$ cat src/rtl/fetchflare_pref_pkg.sv
// fetchflare_pref_pkg: shared defaults, line/request types and slot states for the prefetch issue stage
package fetchflare_pref_pkg;
  localparam int DEF_NUM_SRC = 4;
  localparam int DEF_ADDR_WIDTH = 40;
  localparam int DEF_LINE_OFFSET = 6;
  localparam int DEF_MAX_OUTSTANDING = 8;
  localparam int DEF_SRC_WIDTH = $clog2(DEF_NUM_SRC);
  typedef logic [DEF_ADDR_WIDTH-DEF_LINE_OFFSET-1:0] line_addr_t;
  typedef struct packed {
    line_addr_t addr;
    logic [DEF_SRC_WIDTH-1:0] src;
  } pref_req_t;
  typedef enum logic {EMPTY, HELD} slot_state_t;
endpackage

$ cat src/rtl/fetchflare_pref_issue_if.sv
// fetchflare_pref_issue_if: source/arbiter/memory bundle of the prefetch issue stage
// FETCHFLARE_PREF_DUP_FILTER_EN adds the duplicate-drop counter.
interface fetchflare_pref_issue_if import fetchflare_pref_pkg::*; #(
  parameter int NUM_SRC = DEF_NUM_SRC,
  parameter int ADDR_WIDTH = DEF_ADDR_WIDTH,
  parameter int MAX_OUTSTANDING = DEF_MAX_OUTSTANDING
);
  logic [NUM_SRC-1:0] src_valid_i;
  logic [NUM_SRC*ADDR_WIDTH-1:0] src_addr_i;
  logic [NUM_SRC-1:0] src_ready_o;
  logic [NUM_SRC-1:0] arb_request_o;
  logic [NUM_SRC-1:0] arb_grant_i;
  logic arb_any_grant_i;
  logic mem_req_valid_o;
  logic [ADDR_WIDTH-1:0] mem_req_addr_o;
  logic [$clog2(NUM_SRC)-1:0] mem_req_src_o;
  logic mem_req_ready_i;
  logic mem_resp_valid_i;
  logic flush_i;
  logic [$clog2(MAX_OUTSTANDING+1)-1:0] outstanding_o;
`ifdef FETCHFLARE_PREF_DUP_FILTER_EN
  logic [15:0] dup_drop_cnt_o;
`endif
  modport slave (
    input src_valid_i, src_addr_i, arb_grant_i, arb_any_grant_i,
    input mem_req_ready_i, mem_resp_valid_i, flush_i,
    output
`ifdef FETCHFLARE_PREF_DUP_FILTER_EN
    dup_drop_cnt_o,
`endif
    src_ready_o, arb_request_o, mem_req_valid_o, mem_req_addr_o, mem_req_src_o, outstanding_o
  );
  modport master (
    output src_valid_i, src_addr_i, arb_grant_i, arb_any_grant_i,
    output mem_req_ready_i, mem_resp_valid_i, flush_i,
    input
`ifdef FETCHFLARE_PREF_DUP_FILTER_EN
    dup_drop_cnt_o,
`endif
    src_ready_o, arb_request_o, mem_req_valid_o, mem_req_addr_o, mem_req_src_o, outstanding_o
  );
endinterface

$ cat src/rtl/fetchflare_onehot_enc.sv
// fetchflare_onehot_enc: one-hot grant to binary index encoder (zero input gives index 0)
module fetchflare_onehot_enc #(
  parameter int N = 4,
  parameter int W = $clog2(N)
) (
  input  logic [N-1:0] onehot,
  output logic [W-1:0] idx
);
  always_comb begin
    idx = '0;
    for (int i = 0; i < N; i++) idx = idx | (onehot[i] ? W'(i) : '0);
  end
endmodule

$ cat src/rtl/fetchflare_pref_issue.sv
// fetchflare_pref_issue: credit-capped capture of arbiter-granted prefetches into one issue register
// FETCHFLARE_PREF_DUP_FILTER_EN drops grants that repeat the held or last-issued line.
module fetchflare_pref_issue import fetchflare_pref_pkg::*; #(
  parameter int NUM_SRC = DEF_NUM_SRC,
  parameter int ADDR_WIDTH = DEF_ADDR_WIDTH,
  parameter int LINE_OFFSET = DEF_LINE_OFFSET,
  parameter int MAX_OUTSTANDING = DEF_MAX_OUTSTANDING
) (
  input logic clk,
  input logic reset,
  fetchflare_pref_issue_if.slave bus
);
  localparam int SW = $clog2(NUM_SRC);
  localparam int CW = $clog2(MAX_OUTSTANDING + 1);
  localparam int LW = ADDR_WIDTH - LINE_OFFSET;
  slot_state_t state, state_n;
  logic [LW-1:0] held_line, grant_line;
  logic [SW-1:0] held_src, grant_src;
  logic [ADDR_WIDTH-1:0] grant_addr;
  logic [CW-1:0] outstanding, outstanding_n;
  logic [CW:0] add_v;
  logic [1:0] sub_v;
  logic slot_free, credit_ok, can_accept, consume, capture, issue, dup, resp_credit, flush_credit;

  fetchflare_onehot_enc #(.N(NUM_SRC), .W(SW)) u_enc (.onehot(bus.arb_grant_i), .idx(grant_src));

  assign slot_free = state == EMPTY || bus.mem_req_ready_i;
  assign credit_ok = outstanding < CW'(MAX_OUTSTANDING);
  assign can_accept = slot_free && credit_ok && !bus.flush_i;
  assign consume = can_accept && bus.arb_any_grant_i;
  assign capture = consume && !dup;
  assign issue = state == HELD && bus.mem_req_ready_i;
  assign grant_addr = bus.src_addr_i[grant_src*ADDR_WIDTH +: ADDR_WIDTH];
  assign grant_line = LW'(grant_addr >> LINE_OFFSET);
  assign bus.arb_request_o = bus.src_valid_i & {NUM_SRC{can_accept}};
  assign bus.src_ready_o = consume ? bus.arb_grant_i : '0;
  assign bus.mem_req_valid_o = state == HELD;
  assign bus.mem_req_addr_o = {held_line, {LINE_OFFSET{1'b0}}};
  assign bus.mem_req_src_o = held_src;
  assign bus.outstanding_o = outstanding;
  // a flushed request that memory accepts in the same cycle is in flight and keeps its credit
  assign resp_credit = bus.mem_resp_valid_i && outstanding != '0;
  assign flush_credit = bus.flush_i && state == HELD && !bus.mem_req_ready_i;

  always_comb begin
    state_n = state;
    state_n = bus.flush_i ? EMPTY : capture ? HELD : issue ? EMPTY : state;
  end

  always_comb begin
    add_v = {1'b0, outstanding} + (CW+1)'(capture);
    sub_v = {1'b0, resp_credit} + {1'b0, flush_credit};
    outstanding_n = add_v > (CW+1)'(sub_v) ? CW'(add_v - (CW+1)'(sub_v)) : '0;
  end

  always_ff @(posedge clk) begin
    if (reset) state <= EMPTY;
    else state <= state_n;
  end

  always_ff @(posedge clk) begin
    if (reset) begin
      held_line <= '0;
      held_src <= '0;
      outstanding <= '0;
    end else begin
      if (capture) begin
        held_line <= grant_line;
        held_src <= grant_src;
      end
      outstanding <= outstanding_n;
    end
  end

`ifdef FETCHFLARE_PREF_DUP_FILTER_EN
  logic [LW-1:0] last_line;
  logic last_vld;
  logic [15:0] dup_cnt;
  assign dup = (state == HELD && grant_line == held_line) || (last_vld && grant_line == last_line);
  assign bus.dup_drop_cnt_o = dup_cnt;

  always_ff @(posedge clk) begin
    if (reset || bus.flush_i) begin
      last_line <= '0;
      last_vld <= 1'b0;
    end else if (issue) begin
      last_line <= held_line;
      last_vld <= 1'b1;
    end
  end

  always_ff @(posedge clk) begin
    if (reset) dup_cnt <= '0;
    else if (consume && dup && dup_cnt != '1) dup_cnt <= dup_cnt + 16'd1;
  end
`else
  assign dup = 1'b0;
`endif

  a_grant_onehot: assert property (@(posedge clk) disable iff (reset) $onehot0(bus.arb_grant_i));
  a_grant_subset: assert property (@(posedge clk) disable iff (reset) (bus.arb_grant_i & ~bus.arb_request_o) == '0);
  a_any_grant: assert property (@(posedge clk) disable iff (reset) bus.arb_any_grant_i == |bus.arb_grant_i);
  a_resp_underflow: assert property (@(posedge clk) disable iff (reset) !(bus.mem_resp_valid_i && outstanding == '0));
endmodule

$ cat src/flat_wrapper.sv
// flat-port wrapper written by rule: the top's interface ports become plain ports
module fetchflare_pref_issue_flat import fetchflare_pref_pkg::*;
#(
  parameter int NUM_SRC = DEF_NUM_SRC,
  parameter int ADDR_WIDTH = DEF_ADDR_WIDTH,
  parameter int LINE_OFFSET = DEF_LINE_OFFSET,
  parameter int MAX_OUTSTANDING = DEF_MAX_OUTSTANDING
)
  (clk, reset, bus_src_valid_i, bus_src_addr_i, bus_arb_grant_i, bus_arb_any_grant_i, bus_mem_req_ready_i, bus_mem_resp_valid_i, bus_flush_i, bus_src_ready_o, bus_arb_request_o, bus_mem_req_valid_o, bus_mem_req_addr_o, bus_mem_req_src_o, bus_outstanding_o);
  fetchflare_pref_issue_if #(.NUM_SRC(NUM_SRC), .ADDR_WIDTH(ADDR_WIDTH), .MAX_OUTSTANDING(MAX_OUTSTANDING)) bus_i ();
  input logic clk;
  input logic reset;
  input wire logic [$bits(bus_i.src_valid_i)-1:0] bus_src_valid_i;
  input wire logic [$bits(bus_i.src_addr_i)-1:0] bus_src_addr_i;
  input wire logic [$bits(bus_i.arb_grant_i)-1:0] bus_arb_grant_i;
  input wire logic [$bits(bus_i.arb_any_grant_i)-1:0] bus_arb_any_grant_i;
  input wire logic [$bits(bus_i.mem_req_ready_i)-1:0] bus_mem_req_ready_i;
  input wire logic [$bits(bus_i.mem_resp_valid_i)-1:0] bus_mem_resp_valid_i;
  input wire logic [$bits(bus_i.flush_i)-1:0] bus_flush_i;
  output wire logic [$bits(bus_i.src_ready_o)-1:0] bus_src_ready_o;
  output wire logic [$bits(bus_i.arb_request_o)-1:0] bus_arb_request_o;
  output wire logic [$bits(bus_i.mem_req_valid_o)-1:0] bus_mem_req_valid_o;
  output wire logic [$bits(bus_i.mem_req_addr_o)-1:0] bus_mem_req_addr_o;
  output wire logic [$bits(bus_i.mem_req_src_o)-1:0] bus_mem_req_src_o;
  output wire logic [$bits(bus_i.outstanding_o)-1:0] bus_outstanding_o;
  assign bus_i.src_valid_i = bus_src_valid_i;
  assign bus_i.src_addr_i = bus_src_addr_i;
  assign bus_i.arb_grant_i = bus_arb_grant_i;
  assign bus_i.arb_any_grant_i = bus_arb_any_grant_i;
  assign bus_i.mem_req_ready_i = bus_mem_req_ready_i;
  assign bus_i.mem_resp_valid_i = bus_mem_resp_valid_i;
  assign bus_i.flush_i = bus_flush_i;
  assign bus_src_ready_o = bus_i.src_ready_o;
  assign bus_arb_request_o = bus_i.arb_request_o;
  assign bus_mem_req_valid_o = bus_i.mem_req_valid_o;
  assign bus_mem_req_addr_o = bus_i.mem_req_addr_o;
  assign bus_mem_req_src_o = bus_i.mem_req_src_o;
  assign bus_outstanding_o = bus_i.outstanding_o;
  fetchflare_pref_issue #(.NUM_SRC(NUM_SRC), .ADDR_WIDTH(ADDR_WIDTH), .LINE_OFFSET(LINE_OFFSET), .MAX_OUTSTANDING(MAX_OUTSTANDING)) u_core (.clk(clk), .reset(reset), .bus(bus_i));
endmodule
$ cat config.mk
export PLATFORM = sky130hd
export DESIGN_NAME = fetchflare_pref_issue_flat
export DESIGN_NICKNAME = d
export VERILOG_FILES = /design/src/rtl/fetchflare_pref_pkg.sv /design/src/rtl/fetchflare_pref_issue_if.sv /design/src/rtl/fetchflare_onehot_enc.sv /design/src/rtl/fetchflare_pref_issue.sv /design/src/flat_wrapper.sv
export SDC_FILE = /design/constraint.sdc
export NUM_CORES = 1
export LEC_CHECK = 0
export ABC_AREA = 1
export BUFFER_PORTS_ARGS = -buffer_cell sky130_fd_sc_hd__buf_2
export CAP_MARGIN = 20
export CORE_MARGIN = 10
export CORE_UTILIZATION = 45
export DETAILED_ROUTE_END_ITERATION = 6
export PLACE_DENSITY = 0.88
export SYNTH_ARGS = -nofsm -noshare
export SYNTH_HDL_FRONTEND = slang
export SYNTH_HIERARCHICAL = 1
export SYNTH_SLANG_ARGS = --single-unit
$ cat constraint.sdc
create_clock -name clk -period 5.7 [get_ports clk]
set_input_delay 0.285 -clock clk [delete_from_list [all_inputs] [get_ports clk]]
set_output_delay 0.285 -clock clk [all_outputs]
set_load 0.005 [all_outputs]
; Word-level counts from Yosys, hierarchy flattened
; Index checks and enable logic that the tools add are counted.
; W data, S select, Z words.
[totals]
ramBits = 0
inputBits = 174
out_inout_bits = 55
word_cells = 36
latch_bits = 0
n_memories = 0
mem_bits_ro = 0
regBits = 41
[op_classes]
div = 0
magnitude_cmp = 2
reduce_logical = 14
n_bitwise = 5
addsub = 3
shifts = 1
n_mul = 1
muxes = 6
eq_ne = 0
[op_table]
columns = cell, n
row1 = $shiftx A160 B9 Y40, 1
row2 = $logic_and A1 B1 Y1, 7
row3 = $add A4 B1 Y5, 1
row4 = $gt A5 B2 Y1, 1
row5 = $mul A2 B3 Y5 const B, 1
row6 = $and A4 B4 Y4, 1
row7 = $lt A4 B4 Y1 const B, 1
row8 = $mux W2, 2
row9 = $mux W4, 1
row10 = $reduce_bool A4 Y1, 1
row11 = $reduce_or A2 Y1, 2
row12 = $sub A4 B2 Y4, 1
row13 = $mux W1, 3
row14 = $add A1 B1 Y2, 1
row15 = $logic_not A1 Y1, 2
row16 = $not A1 Y1, 2
row17 = $or A1 B2 Y2, 1
row18 = $or A2 B2 Y2, 1
row19 = $reduce_bool A2 Y1, 1
row20 = $logic_or A1 B1 Y1, 1

; Depth between registers and ports, before layout
[depth]
depth_word = 9
depth_mapped = 16
ltp_nobuf = 15

; By module
; Netlist, hierarchy kept.
[modules_own_cells]
columns = mod, cells_per_inst, seq_area_each_um2, area_per_inst_um2, instances
row1 = fetchflare_pref_issue, 572, 820.8, 3105.5, 1
row2 = fetchflare_onehot_enc, 5, 0.0, 18.8, 1

; Worst setup path after synthesis
; No wires, ideal clock.
[synth_path]
path_type = register -> register
startpoint = register u_core.outstanding[3] (netlist: u_core/bus.outstanding_o[3])
endpoint = register u_core.outstanding[3] (netlist: u_core/bus.outstanding_o[3])
setup_time_ns = 0.116
synth_period_minus_slack_ns = 2.052
stages_incl_launch_ff = 14
arrival_ns = 1.936
n_path_buf = 1
required_time_ns = 5.584
path_slack_ns = 3.648
cell_sequence = dfxtp_1 inv_2 nand4_2 buf_6 inv_2 ha_1 ha_1 ha_1 nand2_1 nand2_1 nand2_1 nand3_1 nand2_1 nor2_1
[synth_via]
elab_chain_len = 8
word_cells_on_any_way = 12
cone_classes = add/sub: 3 / order compare: 2 / bitwise: 1 / reduce/logical: 6
[synth_rtl]
columns = item, line
row1 = from (decl), fetchflare_pref_issue.sv:20  ; logic [CW-1:0] outstanding, outstanding_n;
row2 = from (signal assigned), fetchflare_pref_issue.sv:71  ; outstanding <= outstanding_n;
row3 = $lt A4 B4 Y1 (*), fetchflare_pref_issue.sv:28  ; assign credit_ok = outstanding < CW'(MAX_OUTSTANDING);
row4 = $logic_and A1 B1 Y1 (*) (2 in a row), fetchflare_pref_issue.sv:29  ; assign can_accept = slot_free && credit_ok && !bus.flush_i;
row5 = $logic_and A1 B1 Y1 (*), fetchflare_pref_issue.sv:30  ; assign consume = can_accept && bus.arb_any_grant_i;
row6 = named net u_core.capture, fetchflare_pref_issue.sv:23  ; logic slot_free, credit_ok, can_accept, consume, capture, issue, dup, resp_credit, flush_credit;
row7 = $add A4 B1 Y5 (*), fetchflare_pref_issue.sv:51  ; add_v = {1'b0, outstanding} + (CW+1)'(capture);
row8 = $gt A5 B2 Y1, fetchflare_pref_issue.sv:53  ; outstanding_n = add_v > (CW+1)'(sub_v) ? CW'(add_v - (CW+1)'(sub_v)) : '0;
row9 = $not A1 Y1 (no line), n/a
row10 = $reduce_or A2 Y1 (no line), n/a
; The timed path passes the listed nets; every way through them passes the cells marked *.
; A chain may end at the register's enable or synchronous reset.

; Worst setup path in the final report
; Ends and elaborated chain as after synthesis.

==> impl_metrics.yaml <==
status:
  run_status: "complete, no violations"
worst_setup_path:
  critical_path_arrival_ns: 3.02
  critical_path_buf_inv_count: 3
  critical_path.max_stage_delay_ns: 0.56
  critical_path.slowest_cell: "sky130_fd_sc_hd__buf_4"
  worst_r2r_path_depth: 13
  r2r_start: "u_core/bus.outstanding_o[3]$_SDFF_PP0_"
  worst_setup_path_start_kind: "flip-flop"
  critPathCaptureType: "flip-flop"
  highest_net_fanout_along_the_worst_path: 76
  timing_worst_setup_path_type: "flip-flop to flip-flop"
  reg2reg_to: "u_core/bus.outstanding_o[3]$_SDFF_PP0_"
  largest_delay_contributor_family_on_the_critical_path: "adder cells"
  critPathRequiredTime_ns: 5.88
  path_cells: "inv_2 > nand4_4 > buf_4 > inv_2 > ha_1 > ha_1 > ha_1 > nand2_1 > nand2_1 > nand2_1 > nand3_1 > nand2_1 > nor2_1"
  cp.depth: 13
  critical-path-top-cell-by-count: "sky130_fd_sc_hd__nand2_1"
  timing.reg2reg.setup_slack_ns: 2.86
clocking:
  clock_latency_ns: 0.29
  htree_num_levels: 2
  cts-resized-gates: 0
  cts-hold-fix-buffers: 0
  cts_tree: "yes"
  cts_root_buf: "sky130_fd_sc_hd__clkbuf_8"
  clock_path_buffers: 2
  post-cts-setup-buffers: 0
  cts_inserted_buffers: 5
  cts_num_sinks: 41
  clk_transition_reported_paths_ns: 0.08
drt:
  detailedRoute.firstPassIterationCount: 5
  detail_route.drc_violations: 0
  totalWireLength_mm: 10.87
  detail_route.iter0.violations: 115
  vias_per_cell: 4.654
  via_count: 3877
  final_antenna_net_count: 0
  avgRoutedWirePerCell_um: 13.05
logic_synthesis:
  netlist_top_cells_count: "sky130_fd_sc_hd__nor2_1 (219), sky130_fd_sc_hd__nand2_1 (129), sky130_fd_sc_hd__inv_1 (56)"
  postSynthCellCount: 577
  syn_area_um2: 3124
  seq_area_frac_synth_pct: 26.27
  synth_top_flop_cell: "sky130_fd_sc_hd__dfxtp_1"
  ys_async_sr_fraction_pct: 0
  synth-seq-cells: 41
  synth.top_cell.area_share_pct: 26.31
  synth.most_common_cell: "sky130_fd_sc_hd__nor2_1"
  synth_cell_types: 22
  post_synth.cell_area_avg_um2: 5.415
  synth_edf_count: 0
  top_area_cells_in_the_synthesized_netlist: "sky130_fd_sc_hd__nor2_1 (26%), sky130_fd_sc_hd__dfxtp_1 (26%), sky130_fd_sc_hd__nand2_1 (15%), sky130_fd_sc_hd__inv_1 (6.7%), sky130_fd_sc_hd__o21ai_0 (5.6%)"
  ys_warnings: 6
  synth.largest_area_cell: "sky130_fd_sc_hd__nor2_1"
floorplanning:
  chipHeight_um: 103.3
  initial_utilization_pct: 46.24
  io_pins: 229
  fp.dieW_um: 103.3
  placementRows: 30
  design.core.area_um2: 6756
  design.die.area_um2: 10680
placement:
  place.gp.congestion: 0.8712
  numPortBuffers: 198
  place_hpwl_mm: 8.726
worst_hold_path:
  min_path_type: "input port to flip-flop"
  worst_hold_path.num_cells: 2
  min_delay_worst_endpoint: "u_core/bus.mem_req_src_o[1]$_SDFFE_PP0N_"
  holdCritStartpoint: "reset"
timing:
  slew_viol_final: 0
  final-hold-violation-count: 0
  timing.setup.tns_ns: 0
  setup_viol: 0
  final.min_clock_period_ns: 2.837
  max_slew.worst_pin.slew_ns: 0.9828
  fmaxAchievable_ghz: 0.3524
  grt_setup_unrepaired: "false"
  period_share_pct: 49.78
  worst_clock_skew_ns: 0.008675
  slew_headroom_pct: 34.48
grt:
  grt_use_total_pct: 19.10
  grt_overflow: 0
  grt_pass1_wl_mm: 16.75
  initial_antenna_violation_count: 0
  grt_pass1_vias: 3744
  grt_max_degree: 77
power:
  power.density_cell_area_nw_per_um2: 193.9
  power.static_leakage_nw: 2.434
  total_power_mw: 0.8111
  worst_ir_drop_vdd_v: 0.0001266
layout:
  finalCoreUtilization_pct: 61.91
  fill_cells: 678
  final_layout_size_suffix_gt1_share_pct: 28.55
  antenna-diode-count: 0
  area_growth_syn_to_layout_pct: 33.88
  nNetsFinal: 932
run:
  cap_violations: 0
==> metal layers <==
| layer | GRT usage, % | share of wire [%] | wire, µm |
|---|---|---|---|
| met1 | 20.79 | 38 | 4158 |
| met2 | 35.20 | 52 | 5602 |
| met3 | 5.116 | 7.9 | 862 |
| met4 | 5.668 | 2.3 | 246 |
| met5 | 0 | 0 | 0 |
==> cell families after synthesis <==
family / Yosys count / synth area share (%)
simple gates: 354 / 43.09
buf+inv: 100 / 15.70
compound gates: 74 / 11.89
flops: 41 / 26.27
fa+ha+maj: 6 / 2.643
xor+xnor: 1 / 0.2804
other cells: 1 / 0.1200
==> power by group <==
part / switching (mW) / internal [mW] / leakage [nW] / total (mW)
logic: 0.136 / 0.114 / 2.04 / 0.250
registers: 0.0110 / 0.309 / 0.337 / 0.320
clock network: 0.0988 / 0.143 / 0.0585 / 0.242
total: 0.246 / 0.565 / 2.43 / 0.811
==> per-stage QoR <==
step / hold WS, ns / std cells / setup slack, ns / cell area (µm²)
floorplan: 0.3541 / 582 / 3.648 / 3143
global placement: 0.4509 / 822 / 2.886 / 3991
detailed placement: 0.4645 / 824 / 2.825 / 4039
CTS: 0.1762 / 832 / 2.855 / 4155
global route: 0.1792 / 833 / 2.595 / 4183
finish: 0.1871 / 833 / 2.863 / 4183
==> flip-flops by register name, indices dropped and copies added, names as in the netlist <==
name	count
u_core/bus.outstanding_o	4
u_core/held_line	34
u_core/bus.mem_req_valid_o	1
u_core/bus.mem_req_src_o	2
==> layout by cell type (no fill, tap or decap) <==
cell type,instances
sky130_fd_sc_hd__nor2_1,219
sky130_fd_sc_hd__buf_2,198
sky130_fd_sc_hd__nand2_1,128
sky130_fd_sc_hd__inv_1,56
sky130_fd_sc_hd__dfxtp_1,41
sky130_fd_sc_hd__o21ai_0,35
sky130_fd_sc_hd__o21ai_1,34
sky130_fd_sc_hd__clkbuf_8,6
sky130_fd_sc_hd__conb_1,6
sky130_fd_sc_hd__ha_1,5
sky130_fd_sc_hd__inv_2,4
sky130_fd_sc_hd__a21oi_1,4
sky130_fd_sc_hd__nand3_1,3
sky130_fd_sc_hd__nand4_1,2
sky130_fd_sc_hd__buf_16,2
sky130_fd_sc_hd__bufinv_16,1
sky130_fd_sc_hd__clkbuf_1,1
sky130_fd_sc_hd__nand4_4,1
sky130_fd_sc_hd__a31oi_1,1
sky130_fd_sc_hd__clkinv_1,1
sky130_fd_sc_hd__xor2_1,1
sky130_fd_sc_hd__fa_1,1
sky130_fd_sc_hd__buf_12,1
sky130_fd_sc_hd__buf_4,1
sky130_fd_sc_hd__nand2_2,1
==> how the worst max path moves through the flow <==
stage	slack, ns	endpoint	startpoint
finish	2.86	u_core/bus.outstanding_o[3]$_SDFF_PP0_	u_core/bus.outstanding_o[3]$_SDFF_PP0_
global route	2.59	u_core/bus.outstanding_o[3]$_SDFF_PP0_	u_core/bus.outstanding_o[3]$_SDFF_PP0_
detailed placement	2.82	u_core/bus.outstanding_o[3]$_SDFF_PP0_	bus_mem_req_ready_i
CTS	2.86	u_core/bus.outstanding_o[1]$_SDFF_PP0_	u_core/bus.outstanding_o[3]$_SDFF_PP0_
floorplan	3.65	u_core/bus.outstanding_o[3]$_SDFF_PP0_	u_core/bus.outstanding_o[3]$_SDFF_PP0_
global placement	2.89	u_core/bus.outstanding_o[3]$_SDFF_PP0_	bus_mem_req_ready_i
==> area by class of cell <==
class	count	area [µm²]	share of cell area, %
well taps	80	100.1	2.393
multi-input cells	441	1843	44.06
flip-flops and latches	41	820.8	19.62
inverters	61	229.0	5.474
clock buffers	7	86.33	2.064
clock inverters	1	30.03	0.7179
repair buffers	202	1074	25.67
Note: power is estimated with default switching activity, not from simulation.
